$ cat src/rtl/dirty_mem_dumper_pkg.sv
// dirty_mem_dumper_pkg: shared sizing defaults and FSM state encoding
// for the dirty-word memory dumper.
package dirty_mem_dumper_pkg;

  localparam int N_ELEMENTS_DEF = 128;
  localparam int DATA_WIDTH_DEF = 32;
  localparam int ADDRWIDTH_DEF  = $clog2(N_ELEMENTS_DEF);

  typedef enum logic [2:0] {
    ST_IDLE = 3'd0,
    ST_SCAN = 3'd1,
    ST_READ = 3'd2,
    ST_SEND = 3'd3,
    ST_DONE = 3'd4
  } state_t;

endpackage

$ cat src/rtl/dirty_bitmap.sv
// dirty_bitmap: one dirty bit per data-memory word, with a set port,
// a clear port (set wins on collision) and a combinational read port.
module dirty_bitmap
  import dirty_mem_dumper_pkg::*;
#(
  parameter int N_ELEMENTS = N_ELEMENTS_DEF,
  parameter int ADDRWIDTH  = $clog2(N_ELEMENTS)
) (
  input  logic                 i_clock,
  input  logic                 i_reset,
  input  logic                 i_set,
  input  logic [ADDRWIDTH-1:0] i_set_addr,
  input  logic                 i_clr,
  input  logic [ADDRWIDTH-1:0] i_clr_addr,
  input  logic [ADDRWIDTH-1:0] i_rd_addr,
  output logic                 o_rd_bit
);

  logic [N_ELEMENTS-1:0] r_bits;
  logic [N_ELEMENTS-1:0] w_bits_nxt;

  // next bitmap: clear first, then set so a same-cycle store keeps the bit
  always_comb begin
    w_bits_nxt = r_bits;
    if (i_clr) begin
      w_bits_nxt[i_clr_addr] = 1'b0;
    end
    if (i_set) begin
      w_bits_nxt[i_set_addr] = 1'b1;
    end
  end

  // bitmap register, cleared only by reset
  always_ff @(posedge i_clock or negedge i_reset) begin
    if (!i_reset) begin
      r_bits <= '0;
    end else begin
      r_bits <= w_bits_nxt;
    end
  end

  assign o_rd_bit = r_bits[i_rd_addr];

endmodule

$ cat src/rtl/dirty_mem_dumper.sv
// dirty_mem_dumper: scans the dirty bitmap and streams address/data of
// every dirty word; DUMP_CLEAR_ON_SEND_EN makes a handshake clear the bit.
module dirty_mem_dumper
  import dirty_mem_dumper_pkg::*;
#(
  parameter int N_ELEMENTS = N_ELEMENTS_DEF,
  parameter int DATA_WIDTH = DATA_WIDTH_DEF,
  localparam int ADDRWIDTH = $clog2(N_ELEMENTS)
) (
  input  logic                  i_clock,
  input  logic                  i_reset,
  input  logic                  i_mem_write,
  input  logic [ADDRWIDTH-1:0]  i_wr_addr,
  input  logic                  i_start,
  output logic                  o_rd_en,
  output logic [ADDRWIDTH-1:0]  o_rd_addr,
  input  logic [DATA_WIDTH-1:0] i_rd_data,
  output logic                  o_valid,
  input  logic                  i_ready,
  output logic [ADDRWIDTH-1:0]  o_addr,
  output logic [DATA_WIDTH-1:0] o_data,
  output logic                  o_busy,
  output logic                  o_done
);

  localparam logic [ADDRWIDTH-1:0] LAST = ADDRWIDTH'(N_ELEMENTS - 1);

  state_t                r_state;
  state_t                w_state_nxt;
  logic [ADDRWIDTH-1:0]  r_index;
  logic [ADDRWIDTH-1:0]  w_index_nxt;
  logic [ADDRWIDTH-1:0]  r_addr;
  logic [DATA_WIDTH-1:0] r_data;
  logic                  w_capture;
  logic                  w_dirty;
  logic                  w_clr;

`ifdef DUMP_CLEAR_ON_SEND_EN
  assign w_clr = (r_state == ST_SEND) && i_ready;
`else
  assign w_clr = 1'b0;
`endif

  dirty_bitmap #(
    .N_ELEMENTS (N_ELEMENTS),
    .ADDRWIDTH  (ADDRWIDTH)
  ) u_bitmap (
    .i_clock    (i_clock),
    .i_reset    (i_reset),
    .i_set      (i_mem_write),
    .i_set_addr (i_wr_addr),
    .i_clr      (w_clr),
    .i_clr_addr (r_index),
    .i_rd_addr  (r_index),
    .o_rd_bit   (w_dirty)
  );

  // state and scan index registers
  always_ff @(posedge i_clock or negedge i_reset) begin
    if (!i_reset) begin
      r_state <= ST_IDLE;
      r_index <= '0;
    end else begin
      r_state <= w_state_nxt;
      r_index <= w_index_nxt;
    end
  end

  // next-state, index advance and Moore outputs
  always_comb begin
    w_state_nxt = r_state;
    w_index_nxt = r_index;
    w_capture   = 1'b0;
    o_rd_en     = 1'b0;
    o_valid     = 1'b0;
    o_done      = 1'b0;
    o_busy      = 1'b1;
    unique case (r_state)
      ST_IDLE: begin
        o_busy = 1'b0;
        if (i_start) begin
          w_state_nxt = ST_SCAN;
          w_index_nxt = '0;
        end
      end
      ST_SCAN: begin
        if (w_dirty) begin
          w_state_nxt = ST_READ;
        end else if (r_index == LAST) begin
          w_state_nxt = ST_DONE;
        end else begin
          w_index_nxt = r_index + 1'b1;
        end
      end
      ST_READ: begin
        o_rd_en     = 1'b1;
        w_capture   = 1'b1;
        w_state_nxt = ST_SEND;
      end
      ST_SEND: begin
        o_valid = 1'b1;
        if (i_ready) begin
          if (r_index == LAST) begin
            w_state_nxt = ST_DONE;
          end else begin
            w_state_nxt = ST_SCAN;
            w_index_nxt = r_index + 1'b1;
          end
        end
      end
      ST_DONE: begin
        o_done      = 1'b1;
        w_state_nxt = ST_IDLE;
      end
      default: begin
        w_state_nxt = ST_IDLE;
      end
    endcase
  end

  // dump word capture at the end of the read cycle
  always_ff @(posedge i_clock or negedge i_reset) begin
    if (!i_reset) begin
      r_addr <= '0;
      r_data <= '0;
    end else if (w_capture) begin
      r_addr <= r_index;
      r_data <= i_rd_data;
    end
  end

  assign o_rd_addr = r_index;
  assign o_addr    = r_addr;
  assign o_data    = r_data;

endmodule

$ cat config.mk
export PLATFORM = sky130hd
export DESIGN_NAME = dirty_mem_dumper
export DESIGN_NICKNAME = d
export VERILOG_FILES = /design/src/rtl/dirty_mem_dumper_pkg.sv /design/src/rtl/dirty_bitmap.sv /design/src/rtl/dirty_mem_dumper.sv
export SDC_FILE = /design/constraint.sdc
export NUM_CORES = 1
export LEC_CHECK = 0
export CAP_MARGIN = 0
export CORE_MARGIN = 2
export CORE_UTILIZATION = 50
export DETAILED_ROUTE_END_ITERATION = 10
export GPL_TIMING_DRIVEN = 0
export PLACE_DENSITY = 0.76
export SYNTH_ARGS = -nofsm -noshare
export SYNTH_HDL_FRONTEND = slang
export SYNTH_SLANG_ARGS = --single-unit
$ cat constraint.sdc
create_clock -name i_clock -period 2.71 [get_ports i_clock]
set_clock_uncertainty 0.1 [all_clocks]
set_input_delay 0.542 -clock i_clock [delete_from_list [all_inputs] [get_ports i_clock]]
set_output_delay 0.542 -clock i_clock [all_outputs]
set_load 0.03 [all_outputs]
Yosys cells after proc, flatten, opt, wreduce, memory -nomap -nowiden:

Index checks and enable logic that the tools add are counted.

* $add $sub $neg: 1
* order comparisons: 3
* eq/ne operators: 9
* mux-type cells: 19
* bitwise gates (word level): 1
* reduce and logical (&&, ||, !) cells: 5

Operator list (count)
* $or 128x128->128: 1
* $mux 7: 4
* $pmux 7 s3: 1
* $lt 7x8->1 const B: 2
* $mux 3: 5
* $pmux 3 s4: 1
* $add 7x1->7 const B: 1
* $bmux 1 s7: 1
* $demux 1 s7: 1
* $eq 7x7->1 const B: 1
* $ge 7x1->1 const B: 1
* $eq 3x2->1 const B: 2
* $mux 1: 6
* $ne 2x2->1 const B: 3
* $reduce_and 4->1: 1
* $eq 3x1->1 const B: 1
* $eq 3x3->1 const B: 1
* $logic_not 3->1: 1
* $ne 3x2->1 const B: 1
* $reduce_and 3->1: 1
* $reduce_bool 3->1: 1
* $logic_and 1x1->1: 1

* flip-flop bits (word level): 177
* input bits: 44
* output and inout port bits: 50
* word-level logic and storage cells: 43

Logic depth before layout (Yosys ltp):

* word-level depth: 5
* gate-level depth with buffers: 10
* depth with buffers taken out: 8

Modules after synthesis:

Synthesis repeated with hierarchy kept, for this count alone.

* cell total of the unflattened synthesis: 714
* area, all modules: 8274.2 µm²

Modules (own cells, without submodules)
* dirty_bitmap: times used 1, cells an instance 568, area each 6083.3 µm², seq. area each 3203.1 µm²
* dirty_mem_dumper: times used 1, cells an instance 146, area each 2190.9 µm², seq. area each 1226.2 µm²

Worst setup path before layout:

OpenSTA, ideal clock, no wires.

* kind: reg-to-reg
* start point: register r_index[0] (netlist: o_rd_addr[0])
* end point: register r_index[0] (netlist: o_rd_addr[0])
* library setup time: 0.125 ns
* arrival: 2.549 ns
* required time: 2.485 ns
* path slack: -0.064 ns
* stages on the path, launching flop included: 10
* path buffers: 2
* period minus slack after synthesis: 2.774 ns
* path through: dfrtp_1 buf_6 buf_12 mux4_2 a22oi_1 a311oi_1 nor4_4 o22a_4 o21ai_4 mux2_4

* longest elaborated chain between the ends: 4
* elaborated cells between the ends (all ways): 10
* classes of those cells: add/sub: 1; eq/ne: 2; mux: 6; reduce/logical: 1

RTL lines
* start: declaration: RTL line dirty_mem_dumper.sv:30 `logic [ADDRWIDTH-1:0] r_index;`
* start signal: assignment: RTL line dirty_mem_dumper.sv:65 `r_index <= w_index_nxt;`
* $bmux 1 s7, or another cell as far along: RTL line dirty_bitmap.sv:42 `assign o_rd_bit = r_bits[i_rd_addr];`
* $mux 1 (not written as such) / $mux 7 (equally long branches): RTL line dirty_bitmap.sv:42, dirty_mem_dumper.sv:89, dirty_mem_dumper.sv:103
* $ne 2x2->1 (no source line), or another cell as far along
* $reduce_and 4->1 (no source line) / $pmux 7 s3 (equally long branches)

Parallel ways exist; a longest one is shown, timed or not. The select of a mux whose other input is x is not followed.
A chain may end at the register's enable or synchronous reset.

Final worst setup path:

* start point: register r_index[2] (netlist: o_rd_addr[2])
* end point: register r_index[0] (netlist: o_rd_addr[0])

* longest elaborated chain between the ends: 4
* elaborated cells between the ends (all ways): 9
* classes of those cells: eq/ne: 2; mux: 6; reduce/logical: 1

RTL lines (RTL line)
* $bmux 1 s7 / $eq 7x7->1 (equally long branches): dirty_bitmap.sv:42, dirty_mem_dumper.sv:89, dirty_mem_dumper.sv:103
* $mux 1 (not written as such) / $mux 7 (equally long branches)
* $ne 2x2->1 (no source line), or another cell as far along
* $reduce_and 4->1 (no source line) / $pmux 7 s3 (equally long branches)

Parallel ways exist; a longest one is shown, timed or not. The select of a mux whose other input is x is not followed.

==> flow_metrics.py <==
metrics = {
    "outcome": {
        "run_status": "finished with violations",
        "violations": "hold timing, setup timing",
    },
    "timing": {
        "min_period_over_period": 1.04,
        "tns_ns": -0.495,
        "setup_viol": 8,
        "slew_violations": 0,
        "fmax_ghz": 0.356,
        "hold_slack_ns": -0.0485,
        "relSlewSlack": 0.0983,
        "fin_ws_ns": -0.103,
        "hold_violations": 19,
        "worst_pin_slew_ns": 1.34,
        "fin_crit_ns": 2.81,
        "rsz0062_at_grt": "yes",
    },
    "clock_network": {
        "clkTransAtPathRegs_ns": 0.07,
        "worstSkewPairLatency_ns": 0.42,
        "clkSinkCount": 177,
        "cts.path.max_buffers": 2,
        "cts_made_buffers": 17,
        "hold_buffers": 0,
        "cts_htree_levels": 4,
        "cts_tree": "built",
        "cts_root_buffer": "clkbuf_16",
    },
    "floorplanning": {
        "coreArea_um2": 15100,
        "die-area_um2": 16400,
        "die_x_um": 128,
        "io_pins": 94,
        "initial_core_util": 0.509,
        "core.rowCount": 45,
        "die_h_um": 128,
    },
    "pwr": {
        "peakVddDrop_mv": 0.513,
        "power_density_nw_per_um2": 1060,
        "p_leak_nw": 4.84,
    },
    "layout": {
        "n_antenna_cell": 0,
        "layout.nets": 735,
        "syn2layout_area_growth_pct": 26.7,
        "drive_gt1_frac": 0.214,
        "stdcell_area_um2": 9760,
    },
    "routing": {
        "via_per_inst": 6.12,
        "drt-initial-drc-count": 494,
        "routed_wl_mm": 19.4,
        "ant_nets": 0,
        "wl_per_cell_um": 21.7,
        "drc_errors": 0,
        "vias": 5446,
        "drt_pass1_iterations": 6,
    },
    "synth": {
        "synth_edf_count": 0,
        "synth_cell_types": 51,
        "netlist_instances": 571,
        "synth-seq-cells": 177,
        "ys.flop_type": "dfrtp_1",
        "ys_async_sr_fraction": 1.00,
        "ys_seq_area_frac": 0.575,
        "synth_top_area_share": 0.575,
        "syn-num-nets": 616,
        "syn_area_per_cell_um2": 13.5,
        "yosys_warnings": 0,
        "yosysTopAreaCell": "dfrtp_1",
        "synth_area_um2": 7700,
        "synth.top_cells.by_area": "dfrtp_1, a21o_1, mux4_2, mux2_2, o21bai_1",
    },
    "global_routing": {
        "grt_max_degree": 103,
        "grt_usage": 0.251,
        "grt_pass1_vias": 5745,
        "gr-total-overflow": 0,
        "antenna_found_initial": 0,
        "grt_pass1_wl_mm": 31.0,
    },
    "worst_setup_path": {
        "cp.required_ns": 2.92,
        "critPathLaunchType": "register",
        "crit_type": "register to register",
        "cp_data_arrival_time_ns": 3.02,
        "cp-end-kind": "register",
        "crit_path_max_fanout": 10,
    },
    "hold_path": {
        "hold_class": "input pin to asynchronous set/reset pin",
    },
    "place": {
        "post_dp_cell_area_um2": 8870,
        "dpl.hpwl_mm": 13.1,
        "place.gp.congestion": 0.916,
        "dp_slack_ns": -0.362,
        "io_buffer_count": 90,
    },
    "flow_run": {
        "drv_cap": 0,
    },
}
worst paths after layout:
kind | cells past startpoint | start | slack (ns) | end
setup / recovery | 8 | o_rd_addr[2] | -0.10 | o_rd_addr[0]
hold / removal | 1 | i_reset | -0.05 | o_data[22]
setup reg to reg | 8 | o_rd_addr[2] | -0.10 | o_rd_addr[0]
hold reg to reg | 1 | u_bitmap.r_bits[9] | 0.35 | u_bitmap.r_bits[9]
max in group asynchronous | 2 | i_reset | 1.65 | u_bitmap.r_bits[111]
min in group i_clock | 1 | u_bitmap.r_bits[9] | 0.35 | u_bitmap.r_bits[9]
through the flow:
step                power (mW)  std cells  hold slack [ns]   util
CTS                       10.3        891         0.000320  0.643
detailed placement        7.29        850            0.339  0.586
floorplan                 5.95        571            0.146      -
global route              10.7        890           0.0167  0.644
global placement          7.18        849            0.329  0.584
finish                    10.3        890          -0.0485  0.644
report_power, final:
part / switching [mW] / total [mW] / internal (mW)
clock network: 0.989 / 2.66 / 1.67
logic: 2.13 / 4.07 / 1.94
registers: 0.363 / 3.58 / 3.22
total: 3.48 / 10.3 / 6.83
critical path, stage by stage (launching register included):
cell,delay [ns]
dfrtp_1,0.47
buf_4,0.24
nor2_1,0.40
a22oi_2,0.16
a311oi_2,0.39
nor4_4,0.08
o22a_4,0.26
o21ai_4,0.26
mux2_4,0.33
cells in the mapped netlist (2+ instances only):
| master | number |
|---|---|
| buf_1 | 2 |
| clkbuf_1 | 24 |
| or3_1 | 2 |
| buf_2 | 3 |
| buf_6 | 3 |
| o21bai_1 | 40 |
| and3_1 | 2 |
| nor3_1 | 11 |
| or2_2 | 6 |
| nand2_1 | 20 |
| inv_1 | 7 |
| a22oi_1 | 5 |
| nor2b_1 | 8 |
| a21oi_1 | 3 |
| nand3_1 | 13 |
| dfrtp_1 | 177 |
| a21o_1 | 89 |
| mux2i_1 | 14 |
| nor2_1 | 22 |
| nand2b_1 | 8 |
| mux4_1 | 6 |
| o41ai_1 | 4 |
| mux2_2 | 41 |
| o31ai_1 | 3 |
| buf_4 | 2 |
| nand4_1 | 4 |
| a311oi_1 | 4 |
| a22o_1 | 2 |
| o21ai_0 | 4 |
| mux4_2 | 21 |
layout make-up:
cell class | instances | area (µm²)
clock buffer | 24 | 502
sequential | 177 | 4430
buffer | 34 | 206
clock inverter | 7 | 146
inverter | 7 | 26.3
timing repair buffer | 101 | 1030
tap | 188 | 235
multi-input combinational | 352 | 3180
fill | 1041 | 5390
timing repair:
item | CTS | global route
resized for setup | 36 | 7
setup buffers | 9 | 0
pin swaps | 11 | 5
endpoints found under the setup margin | 13 | 12
cloned | 1 | 0
endpoints found under the hold margin | 0 | 0
routing by layer:
| metal | GRT usage | wire length, µm | vias up |
|---|---|---|---|
| li1 | - | - | 2346 |
| met1 | 0.322 | 7870 | 2847 |
| met2 | 0.413 | 9830 | 202 |
| met3 | 0.0580 | 1070 | 51 |
| met4 | 0.106 | 573 | 0 |
| met5 | 0 | 0 | - |
logic make-up after synthesis:
logic type / share of synthesized area
fa+ha+maj: 0.00162
compound gates: 0.170
simple gates: 0.0648
flops: 0.575
mux: 0.162
buf+inv: 0.0270
cell usage in the layout (no fill, tap or decap), drive strengths merged, types with 11 or more instances in the layout:
cell type and instances:
mux2i 14, clkdlybuf4s50 85, mux2 42, a21o 89, nor2 22, mux4 27
dfrtp 177, buf 23, nor3 11, o21bai 40, clkbuf 47, nand2 20
nand3 13
registers in the layout, summed over array words and instances (netlist names):
| register | flops |
|---|---|
| o_addr | 7 |
| o_data | 32 |
| o_rd_addr | 7 |
| r_state | 3 |
| u_bitmap.r_bits | 128 |
No activity file was read; power rests on OpenSTA's default activity.
